$ cat config.mk
export PLATFORM = sky130hd
export DESIGN_NAME = hamming_universal_shift_reg
export DESIGN_NICKNAME = d
export VERILOG_FILES = /design/src/rtl/hamming_universal_shift_reg.sv
export SDC_FILE = /design/constraint.sdc
export NUM_CORES = 1
export LEC_CHECK = 0
export CAP_MARGIN = 20
export CELL_PAD_IN_SITES_DETAIL_PLACEMENT = 1
export CELL_PAD_IN_SITES_GLOBAL_PLACEMENT = 1
export CORE_ASPECT_RATIO = 1.2
export CORE_UTILIZATION = 36
export CTS_CLUSTER_DIAMETER = 200
export CTS_CLUSTER_SIZE = 12
export DETAILED_ROUTE_END_ITERATION = 7
export GPL_ROUTABILITY_DRIVEN = 0
export PLACE_DENSITY_LB_ADDON = 0.1
export SLEW_MARGIN = 20
export SYNTH_ARGS = -nofsm -noshare
export SYNTH_HDL_FRONTEND = slang
export SYNTH_SLANG_ARGS = --single-unit
$ cat constraint.sdc
create_clock -name clk -period 3.2 [get_ports clk]
set_input_delay 0.64 -clock clk [delete_from_list [all_inputs] [get_ports clk]]
set_output_delay 0.64 -clock clk [all_outputs]
set_load 0.005 [all_outputs]
$ cat src/rtl/hamming_universal_shift_reg.sv
// hamming_universal_shift_reg: SEC-DED protected universal shift register (SISO/SIPO/PISO/PIPO, both directions)
// Storage is a Hamming codeword decoded every cycle; single errors are scrubbed, double errors flagged.
module hamming_universal_shift_reg #(
    parameter int WIDTH = 8,
    parameter int CNT_W = 8
) (
    input  logic             clk,
    input  logic             rst,
    input  logic             enable,
    input  logic [1:0]       mode,
    input  logic             dir,
    input  logic             load,
    input  logic             serial_in,
    input  logic [WIDTH-1:0] parallel_in,
    input  logic             clr_count,
    output logic             serial_out,
    output logic [WIDTH-1:0] parallel_out,
    output logic [WIDTH-1:0] pipo_out,
    output logic [WIDTH-1:0] reg_data,
    output logic             err_single,
    output logic             err_double,
    output logic [CNT_W-1:0] corr_count,
    output logic [CNT_W-1:0] dbl_count
);
    function automatic int calc_r(input int w);
        int r;
        r = 1;
        while ((1 << r) < w + r + 1) r++;
        return r;
    endfunction

    localparam int R = calc_r(WIDTH);
    localparam int CODE_W = WIDTH + R + 1;

    function automatic logic [CODE_W-1:0] encode(input logic [WIDTH-1:0] d);
        logic [CODE_W-1:0] c;
        int k;
        c = '0;
        k = 0;
        for (int p = 1; p < CODE_W; p++)
            if ((p & (p - 1)) != 0) begin
                c[p] = d[k];
                k++;
            end
        for (int b = 0; b < R; b++)
            for (int p = 1; p < CODE_W; p++)
                if (((p >> b) & 1) == 1 && p != (1 << b)) c[1 << b] = c[1 << b] ^ c[p];
        c[0] = ^c[CODE_W-1:1];
        return c;
    endfunction

    function automatic logic [WIDTH-1:0] extract(input logic [CODE_W-1:0] c);
        logic [WIDTH-1:0] d;
        int k;
        d = '0;
        k = 0;
        for (int p = 1; p < CODE_W; p++)
            if ((p & (p - 1)) != 0) begin
                d[k] = c[p];
                k++;
            end
        return d;
    endfunction

    logic [CODE_W-1:0] code_q, code_d, fixed;
    logic [R-1:0]      syn;
    logic              par, single, dbl, load_en, shift;
    logic [WIDTH-1:0]  cd, nd;
    logic              serial_q, serial_d, single_q, double_q, double_d;
    logic [WIDTH-1:0]  par_q, par_d, pipo_q, pipo_d;
    logic [CNT_W-1:0]  corr_q, corr_d, dblc_q, dblc_d;

    // Syndrome 0 with odd overall parity means the parity bit itself flipped.
    always_comb begin
        syn = '0;
        for (int p = 1; p < CODE_W; p++) if (code_q[p]) syn = syn ^ R'(p);
        par = ^code_q;
        fixed = code_q;
        for (int p = 0; p < CODE_W; p++) if (par && syn == R'(p)) fixed[p] = ~fixed[p];
    end

    assign single  = par;
    assign dbl     = !par && syn != '0;
    assign cd      = extract(fixed);
    assign load_en = enable && load && mode[1];
    assign shift   = enable && !load_en;

    always_comb begin
        nd       = !enable ? cd : load_en ? parallel_in :
                   dir ? {serial_in, cd[WIDTH-1:1]} : {cd[WIDTH-2:0], serial_in};
        code_d   = (enable || single) ? encode(nd) : code_q;
        serial_d = (shift && !mode[0]) ? (dir ? cd[0] : cd[WIDTH-1]) : serial_q;
        par_d    = (enable && mode == 2'b01) ? nd : par_q;
        pipo_d   = (enable && mode == 2'b11) ? nd : pipo_q;
        double_d = load_en ? 1'b0 : dbl ? 1'b1 : enable ? 1'b0 : double_q;
        corr_d   = clr_count ? '0 : (single && corr_q != '1) ? corr_q + 1'b1 : corr_q;
        dblc_d   = clr_count ? '0 : (double_d && !double_q && dblc_q != '1) ? dblc_q + 1'b1 : dblc_q;
    end

    always_ff @(posedge clk or negedge rst) begin
        if (!rst) begin
            code_q   <= '0;
            serial_q <= 1'b0;
            par_q    <= '0;
            pipo_q   <= '0;
            single_q <= 1'b0;
            double_q <= 1'b0;
            corr_q   <= '0;
            dblc_q   <= '0;
        end else begin
            code_q   <= code_d;
            serial_q <= serial_d;
            par_q    <= par_d;
            pipo_q   <= pipo_d;
            single_q <= single;
            double_q <= double_d;
            corr_q   <= corr_d;
            dblc_q   <= dblc_d;
        end
    end

    assign serial_out   = serial_q;
    assign parallel_out = par_q;
    assign pipo_out     = pipo_q;
    assign reg_data     = cd;
    assign err_single   = single_q;
    assign err_double   = double_q;
    assign corr_count   = corr_q;
    assign dbl_count    = dblc_q;
endmodule
==> reports/qor.yml <==
status:
  outcome: "finished, violations left"
  violations: "negative setup slack"
floorplan:
  die_h_um: 99.6
  core_area_um2: 7710
  die-area_um2: 8300
  die_width_um: 83.4
  rows: 35
  io_pins: 60
  initial_core_util: 0.371
final_layout:
  antennaDiodeCount: 0
  final_cell_mix: "buf_4, clkdlybuf4s50_1, dfrtp_1"
  drive_above_1_share: 0.411
  area_delta_synth_final_pct: 62.8
  nets: 420
  final_common_cell: "buf_4"
setup_path:
  crit_chain: "buf_6 > xnor2_4 > xnor3_2 > buf_4 > nand2_4 > o311ai_4 > buf_6 > clkdlybuf4s50_1"
  crit_required_ns: 2.56
  reg2reg_depth: 13
  cpMostUsedCell: "buf_6"
  slowest_stage: "xnor3_2"
  r2r_slack_ns: -0.09
  arrival_ns: 2.71
  worst_path_largest_cell_delay_ns: 0.51
  startpoint_type: "flip-flop"
  crit-reg2reg-launch: "code_q[10]$_DFFE_PN0P_"
  worstSetupEndpointType: "output pin"
  criticalPathCategory: "flip-flop to output pin"
  cp_num_buf_inv: 4
  critPathTopFamily: "buffers and inverters"
  startpoint: "code_q[10]$_DFFE_PN0P_"
  r2r-end: "code_q[0]$_DFFE_PN0P_"
  path_max_fanout: 4
yosys:
  synth_adder_area_share: 0.00875
  synth_warnings: 0
  ys_seq_area_frac: 0.420
  synthSimpleGateAreaFrac: 0.146
  syn_inst: 270
  synth_nets: 289
  synth_cell_type_count: 49
  synth_top_family_by_area: "XOR/XNOR gates"
  syn_area_um2: 2860
  syn_area_per_cell_um2: 10.6
  synth_xor_area_frac: 0.191
  ys_ff_latch: 48
  synth_compound_area_frac: 0.128
  synthMuxAreaShare: 0.0744
clock_network:
  cts_tree: "built"
  clk_pin_slew_worst_paths_ns: 0.09
  cts_sinks: 48
  cts_buffer_depth: 2
  root_buffer: "clkbuf_8"
  ctsHoldBuffers: 0
  clk_latency_ns: 0.29
  h-tree-depth: 2
  cts_made_buffers: 5
detailed_routing:
  drt_iter0_markers: 65
  drt_wl_total_um: 9410
  via_per_inst: 5.14
  wl_per_cell_um: 19.1
  vias: 2534
  drc: 0
  final_antenna_net_count: 0
  dr.pass1.iters: 4
global_routing:
  grt_max_degree: 26
  grt_pass1_vias: 2717
  grt_pass1_wl_um: 14000
  antenna_found_initial: 0
  overflow: 0
  grt_usage: 0.216
timing:
  slew_headroom: 0.583
  clock_skew_ns: 0.00398
  drv_slew: 0
  tightest_slew_ns: 0.623
  grt_setup_unrepaired: "yes"
  post-route-min-period_ns: 3.35
  tns_ns: -0.470
  fin_crit_sh: 1.05
  finalSetupViolCount: 4
  worst_slack_ns: -0.147
  timing.fmax_ghz: 0.299
  hold_viol_final: 0
min_path:
  hold_class: "input port to async pin"
placed_design:
  port_buffers: 59
  hpwl_um: 6360
job:
  max-cap-violations: 0
## layout make-up
cell class	count	area (µm²)
clock buffer	6	82.6
timing repair buffer	132	1190
clock inverter	1	8.76
multi-input combinational	208	2020
fill	810	3050
inverter	6	22.5
sequential	48	1210
tap	92	115
## state kept, by name, summed over array words and instances, names as in the netlist
name          cells
code_q           13
corr_count        8
dbl_count         8
parallel_out      8
pipo_out          8
err_double        1
err_single        1
serial_out        1
## what timing repair did
item                       in CTS  in global routing
buffers inserted                8                 19
setup endpoints to repair      12                 14
resized for setup              35                 56
pin swaps                      11                 29
hold endpoints to repair        0                  0
cloned                          0                  0
## synthesized netlist by cell type (all sizes together)
| cell type | n | area share |
|---|---|---|
| o211ai | 2 | 0.0053 |
| xor2 | 18 | 0.066 |
| o22ai | 4 | 0.0088 |
| and3b | 1 | 0.0031 |
| o311ai | 1 | 0.0031 |
| xnor2 | 27 | 0.093 |
| buf | 2 | 0.0053 |
| a31oi | 1 | 0.0044 |
| or2 | 1 | 0.0022 |
| nor2b | 1 | 0.0022 |
| inv | 6 | 0.0079 |
| and2 | 1 | 0.0022 |
| o21ai | 22 | 0.040 |
| clkbuf | 6 | 0.018 |
| xor3 | 1 | 0.0083 |
| nor4 | 4 | 0.015 |
| nor2 | 26 | 0.036 |
| nand3b | 1 | 0.0026 |
| nand4 | 8 | 0.018 |
| o2111ai | 1 | 0.0031 |
| or3 | 5 | 0.011 |
| a2111oi | 1 | 0.0096 |
| a221o | 1 | 0.0035 |
| nand2b | 4 | 0.0088 |
| a21o | 2 | 0.0053 |
| and3 | 2 | 0.0044 |
| o221ai | 2 | 0.0061 |
| a211oi | 2 | 0.0053 |
| dfrtp | 48 | 0.42 |
| a21boi | 2 | 0.0066 |
| mux2i | 10 | 0.035 |
| ha | 2 | 0.0088 |
| a21oi | 11 | 0.025 |
| o21a | 1 | 0.0026 |
| mux2 | 10 | 0.039 |
| nand3 | 4 | 0.0070 |
| xnor3 | 3 | 0.024 |
| nand2 | 26 | 0.034 |
## through the flow
step | cells | cell area [µm²] | util | hold WS [ns] | setup slack [ns]
6_report | 493 | 4650 | 0.604 | 0.342 | -0.147
5_1_grt | 493 | 4650 | 0.604 | 0.375 | -0.285
4_1_cts | 475 | 4200 | 0.544 | 0.362 | -0.116
3_5_place_dp | 460 | 3840 | 0.499 | 0.479 | -0.0842
3_3_place_gp | 460 | 3840 | 0.499 | 0.469 | -0.0293
2_1_floorplan | 270 | 2860 | - | 0.344 | 0.0965
## worst max-delay path by stage
| stage | cells past startpoint | end | slack (ns) |
|---|---|---|---|
| 2_1_floorplan | 11 | code_q[0]$_DFFE_PN0P_ | 0.1 |
| 3_3_place_gp | 12 | code_q[0]$_DFFE_PN0P_ | -0.03 |
| 3_5_place_dp | 11 | code_q[0]$_DFFE_PN0P_ | -0.08 |
| 4_1_cts | 8 | reg_data[1] | -0.12 |
| 5_1_grt | 14 | code_q[0]$_DFFE_PN0P_ | -0.28 |
| 6_report | 8 | reg_data[7] | -0.15 |
## per-layer routing
| metal | GRT usage | up-vias | share of wire |
|---|---|---|---|
| li1 | - | 1200 | - |
| met1 | 0.230 | 1251 | 0.34 |
| met2 | 0.416 | 56 | 0.57 |
| met3 | 0.0432 | 27 | 0.042 |
| met4 | 0.0849 | 0 | 0.041 |
| met5 | 0 | - | 0 |
## cells by family after synthesis
| group | Yosys count |
|---|---|
| DFF | 48 |
| buffers and inverters | 14 |
| and+or+nand+nor | 84 |
| AOI/OAI and AO/OA | 53 |
| xor gates and xnor gates | 49 |
| adders and majority gates | 2 |
| muxes | 20 |
Power is not shown: default switching activity piles up to over one toggle a cycle in this logic, so the estimate is an artifact.
